### src/rtl/ram64x8_bist.sv
// March C- self-test engine for a 64x8 RAM with combinational read.
// Drives wen/addr/din from registered state only and checks dout at each read edge.
module ram64x8_bist #(
    parameter logic [7:0] BG           = 8'h00,
    parameter bit         STOP_ON_FAIL = 1'b1
) (
    input  logic       ck,
    input  logic       rst,
    input  logic       start,
    output logic       busy,
    output logic       done,
    output logic       pass,
    output logic [5:0] fail_addr,
    output logic [7:0] fail_data,
    output logic       ram_wen,
    output logic [5:0] ram_addr,
    output logic [7:0] ram_din,
    input  logic [7:0] ram_dout
);

    // state  | meaning
    // S_IDLE | waiting for start, results cleared
    // S_RUN  | one march op per cycle (element r_elem, address r_addr, r_wr = write half)
    // S_DONE | results held until the next accepted start
    typedef enum logic [1:0] {
        S_IDLE = 2'd0,
        S_RUN  = 2'd1,
        S_DONE = 2'd2
    } state_t;

    state_t     r_state;
    logic [2:0] r_elem;
    logic [5:0] r_addr;
    logic       r_wr;
    logic       r_failed;
    logic       r_pass;
    logic [5:0] r_fail_addr;
    logic [7:0] r_fail_data;

    logic       w_run;
    logic       w_single;
    logic       w_is_write;
    logic       w_up;
    logic       w_next_up;
    logic       w_wr_one;
    logic       w_rd_one;
    logic [7:0] w_wr_data;
    logic [7:0] w_rd_exp;
    logic       w_mismatch;
    logic       w_last_op;
    logic       w_elem_end;
    logic [2:0] w_elem_nxt;

    // M0 and M5 carry a single op; M1..M4 alternate read then write per address.
    always_comb begin
        w_run      = (r_state == S_RUN);
        w_single   = (r_elem == 3'd0) || (r_elem == 3'd5);
        w_is_write = (r_elem == 3'd0) || (!w_single && r_wr);
        w_up       = (r_elem != 3'd3) && (r_elem != 3'd4);
        w_elem_nxt = r_elem + 3'd1;
        w_next_up  = (w_elem_nxt != 3'd3) && (w_elem_nxt != 3'd4);
        w_wr_one   = (r_elem == 3'd1) || (r_elem == 3'd3);
        w_rd_one   = (r_elem == 3'd2) || (r_elem == 3'd4);
        w_wr_data  = w_wr_one ? ~BG : BG;
        w_rd_exp   = w_rd_one ? ~BG : BG;
        w_mismatch = w_run && !w_is_write && (ram_dout != w_rd_exp);
        w_last_op  = (r_elem == 3'd5) && (r_addr == 6'd63);
        w_elem_end = (w_single || r_wr) && (r_addr == (w_up ? 6'd63 : 6'd0));
    end

    always_ff @(posedge ck) begin
        if (rst) begin
            r_state     <= S_IDLE;
            r_elem      <= 3'd0;
            r_addr      <= 6'd0;
            r_wr        <= 1'b0;
            r_failed    <= 1'b0;
            r_pass      <= 1'b0;
            r_fail_addr <= 6'd0;
            r_fail_data <= 8'd0;
        end else begin
            case (r_state)
                S_IDLE, S_DONE: begin
                    if (start) begin
                        r_state     <= S_RUN;
                        r_elem      <= 3'd0;
                        r_addr      <= 6'd0;
                        r_wr        <= 1'b0;
                        r_failed    <= 1'b0;
                        r_pass      <= 1'b0;
                        r_fail_addr <= 6'd0;
                        r_fail_data <= 8'd0;
                    end
                end
                S_RUN: begin
                    if (w_mismatch && !r_failed) begin
                        r_failed    <= 1'b1;
                        r_fail_addr <= r_addr;
                        r_fail_data <= ram_dout;
                    end
                    if (w_last_op || (w_mismatch && STOP_ON_FAIL)) begin
                        r_state <= S_DONE;
                        r_wr    <= 1'b0;
                        r_pass  <= !(r_failed || w_mismatch);
                    end else if (!w_single && !r_wr) begin
                        r_wr <= 1'b1;
                    end else begin
                        r_wr <= 1'b0;
                        if (w_elem_end) begin
                            r_elem <= w_elem_nxt;
                            r_addr <= w_next_up ? 6'd0 : 6'd63;
                        end else begin
                            r_addr <= w_up ? (r_addr + 6'd1) : (r_addr - 6'd1);
                        end
                    end
                end
                default: r_state <= S_IDLE;
            endcase
        end
    end

    always_comb begin
        busy      = w_run;
        done      = (r_state == S_DONE);
        pass      = r_pass;
        fail_addr = r_fail_addr;
        fail_data = r_fail_data;
        ram_wen   = w_run && w_is_write;
        ram_addr  = r_addr;
        ram_din   = (w_run && w_is_write) ? w_wr_data : 8'h00;
    end

endmodule

### config.mk
export PLATFORM = sky130hd
export DESIGN_NAME = ram64x8_bist
export DESIGN_NICKNAME = d
export VERILOG_FILES = /design/src/rtl/ram64x8_bist.sv
export SDC_FILE = /design/constraint.sdc
export NUM_CORES = 1
export LEC_CHECK = 0
export BUFFER_PORTS_ARGS = -buffer_cell sky130_fd_sc_hd__clkbuf_2
export CAP_MARGIN = 20
export CORE_AREA = 2 2 70 72
export CTS_CLUSTER_DIAMETER = 40
export DETAILED_ROUTE_END_ITERATION = 10
export DIE_AREA = 0 0 72 74
export GPL_TIMING_DRIVEN = 1
export SYNTH_ARGS = -nofsm -noshare
export SYNTH_HDL_FRONTEND = slang
export SYNTH_SLANG_ARGS = --single-unit
### constraint.sdc
create_clock -name ck -period 2.9 [get_ports ck]
set_clock_uncertainty 0.1 [all_clocks]
set_input_delay 0.435 -clock ck [delete_from_list [all_inputs] [get_ports ck]]
set_output_delay 0.435 -clock ck [all_outputs]
set_load 0.03 [all_outputs]
==> impl_metrics.py <==
metrics = {
    "critical_path": {
        "cpPeakStageDelay_ns": 0.45,
        "cp.arrival_ns": 2.82,
        "start_kind": "flop",
        "critPathKind": "reg -> reg",
        "slowest_stage": "a2111oi_4",
        "critPathMaxFanout": 6,
        "endpoint_kind": "flop",
        "cp.required_ns": 3.01,
        "cp_cell_sequence": "inv_1 -> ha_1 -> mux2i_4 -> inv_1 -> ha_1 -> nand4_1 -> a21oi_1 -> a2111oi_4 -> o211ai_1 -> a21oi_1",
    },
    "cts": {
        "cts_buffers": 3,
        "cts_setup_buffers": 0,
        "clk_pin_slew_ns": 0.10,
        "clk-insertion-delay-late_ns": 0.28,
        "cts_root_buffer": "clkbuf_8",
        "cts_resized": 0,
        "tritoncts": "built",
        "clkSinkCount": 28,
        "cts_max_level": 1,
        "max-clock-path-buffers": 2,
        "ctsHoldBuffers": 0,
    },
    "timing": {
        "relSlewSlack_pct": 64.4,
        "finalSetupTns_ns": 0,
        "period_share_pct": 93.4,
        "fmax_mhz": 369,
        "finalCriticalPeriod_ns": 2.71,
        "finalSetupViolCount": 0,
        "setup_slack_ns": 0.193,
        "finalHoldViolations": 0,
        "tightest_slew_ns": 0.535,
        "rsz0062_at_grt": "false",
        "drv_slew": 0,
    },
    "die": {
        "initial_utilization_pct": 38.3,
        "dieArea_mm2": 0.00533,
        "std_cell_rows": 25,
        "die_h_um": 74,
        "core_area_mm2": 0.00460,
        "ios": 43,
        "die_w_um": 72,
    },
    "yosys": {
        "async_flop_share_pct": 0,
        "synth_nets": 224,
        "yosys_warnings": 0,
        "synthesis.instances": 203,
        "synth.avg_cell_area_um2": 8.67,
        "synthXorXnorAreaFrac_pct": 1.49,
        "synth_ff_type": "dfxtp_1",
        "synth_top_family_by_area": "simple AND/OR/NAND/NOR gates",
        "synthMuxAreaShare_pct": 2.63,
        "synth_compound_area_share_pct": 23.0,
        "syn-cell-area_mm2": 0.00176,
        "synth_edf_count": 0,
        "ys_types": 49,
        "yosys.area_share.simple_pct": 24.3,
        "synth_fa_ha_area_share_pct": 7.53,
        "synth-seq-cells": 28,
        "ys_seq_area_share_pct": 31.8,
    },
    "pwr": {
        "power_leakage_nw": 0.846,
        "p_per_area_mw_per_mm2": 367,
        "ir_drop_v": 0.000210,
    },
    "global_routing": {
        "grt_pass1_vias": 1424,
        "antenna_found_initial": 0,
        "grt_usage_pct": 15.6,
        "grt_pass1_wl_um": 6690,
        "grt_max_degree": 27,
        "grt_overflow": 0,
    },
    "flow_run": {
        "maxCapViolations": 0,
    },
    "placed_design": {
        "gp_congestion": 0.824,
        "dp.cells": 286,
        "io_buffers": 42,
        "hpwl_um": 3040,
        "place_ws_ns": 0.181,
    },
    "finish": {
        "syn2layout_area_growth_pct": 14.8,
        "fin_cells": 290,
        "drive_gt1_share_pct": 28.0,
        "antennaDiodeCount": 0,
        "fin_nets": 258,
    },
    "route": {
        "drt_iter0_markers": 69,
        "drcViolationCount": 0,
        "viasPerCell": 5.41,
        "vias": 1570,
        "wl_per_cell_um": 14.1,
        "drt_first_pass_iters": 4,
        "routed_wl_um": 4080,
        "drt.antenna.violating_nets": 0,
    },
    "status": {
        "status": "completed",
    },
    "worst_hold_path": {
        "worstHoldPathType": "in -> reg",
    },
}
## per-stage QoR
step / total power, mW / hold slack [ns] / utilization, % / instance area (um2)
after floorplan: 0.473 / 0.383 / - / 1760
after global placement: 0.500 / 0.375 / 42.6 / 1960
after detailed placement: 0.500 / 0.376 / 42.6 / 1960
after CTS: 0.746 / 0.289 / 43.8 / 2010
after global routing: 0.768 / 0.301 / 43.9 / 2020
final: 0.742 / 0.295 / 43.9 / 2020
## kinds of logic (layout without fill, tap and decap cells)
kind of cell	count (synthesis)	count (layout)
adder cells (fa/ha/maj)	10	10
XOR/XNOR	3	3
AND/OR/NAND/NOR	70	70
AO/OA/AOI/OAI	61	61
multiplexers	3	3
buffers and inverters	28	61
flip-flops	28	28
## placed cells by master, fill, tap and decap left out, types with 2 or more instances in the layout
| cell type | netlist | layout |
|---|---|---|
| nor2_1 | 4 | 4 |
| clkbuf_8 | 0 | 4 |
| or3_1 | 3 | 3 |
| buf_4 | 8 | 7 |
| a21oi_1 | 28 | 28 |
| a21o_1 | 2 | 2 |
| nand3_1 | 5 | 5 |
| and2_1 | 2 | 2 |
| o41ai_1 | 3 | 3 |
| or2_2 | 2 | 2 |
| xnor2_1 | 2 | 2 |
| o21ai_0 | 5 | 5 |
| nor2b_1 | 2 | 2 |
| nand4_1 | 4 | 4 |
| nand2b_1 | 4 | 4 |
| dfxtp_1 | 28 | 27 |
| nor3_2 | 2 | 2 |
| o311ai_1 | 3 | 3 |
| nand2_1 | 18 | 18 |
| nor4_1 | 2 | 2 |
| a211o_1 | 2 | 2 |
| inv_1 | 7 | 7 |
| nor3_1 | 3 | 3 |
| o211ai_1 | 6 | 6 |
| clkbuf_2 | 0 | 42 |
| nand3b_1 | 14 | 14 |
| and3_1 | 2 | 2 |
| ha_1 | 9 | 9 |
| o21ai_1 | 2 | 2 |
## routing by layer
layer	vias to the layer above	GRT usage [%]	routed length, um
met4	0	5.45	57
li1	793	-	-
met3	5	2.44	182
met5	-	0	0
met1	734	21.3	1980
met2	38	25.2	1870
## flip-flops by register name, summed over array words and instances (netlist names)
name	flops
pass	1
r_elem	3
r_failed	1
fail_addr	6
r_wr	1
r_state	2
fail_data	8
ram_addr	6
## layout make-up
type,instances,area (um2)
Sequential cell,28,562
Inverter,8,30.0
Multi-Input combinational cell,147,1040
Timing Repair Buffer,49,263
Clock buffer,4,55.1
Fill cell,492,2580
Tap cell,54,67.6
## where the power goes
group	total (mW)	switching [mW]	internal [mW]	leakage [nW]
sequential	0.396	0.00715	0.389	0.227
combinational	0.0958	0.0661	0.0297	0.591
clock	0.250	0.128	0.122	0.0288
total	0.742	0.201	0.541	0.846
## cells in the mapped netlist, drive strengths merged, types with 2 or more instances
library cell	n	area share, %
a211o	2	1.0
a21boi	2	0.85
a21o	2	0.85
a21oi	28	8.0
and2	2	0.71
and3	2	0.71
buf	15	6.5
clkbuf	5	1.1
dfxtp	28	32
ha	9	6.4
inv	8	1.7
mux2i	3	2.6
nand2	18	3.8
nand2b	4	1.4
nand3	5	1.4
nand3b	14	6.0
nand4	4	1.4
nor2	4	0.85
nor2b	2	0.71
nor3	6	2.9
nor4	3	1.9
o211ai	6	2.6
o21ai	7	2.0
o311ai	3	1.5
o41ai	3	1.5
or2	2	0.71
or3	4	1.7
xnor2	2	1.0
## worst max-delay path: cells and delay by family, from the launching register on
kind	cells	cell delay, ns
fa+ha+maj	2	0.61
flops	1	0.40
mux	1	0.21
buf+inv	2	0.25
simple gates	1	0.16
compound gates	4	0.90
## final timing paths
| path | startpoint | to | slack, ns | cells past startpoint |
|---|---|---|---|---|
| min | ram_dout[2] | fail_data[2] | 0.30 | 3 |
| min reg2reg | fail_addr[5] | fail_addr[5] | 0.39 | 2 |
| max reg2reg | r_elem[0] | ram_addr[1] | 0.19 | 10 |
| max | r_elem[0] | ram_addr[1] | 0.19 | 10 |
Power figures use the tool's default switching activity.
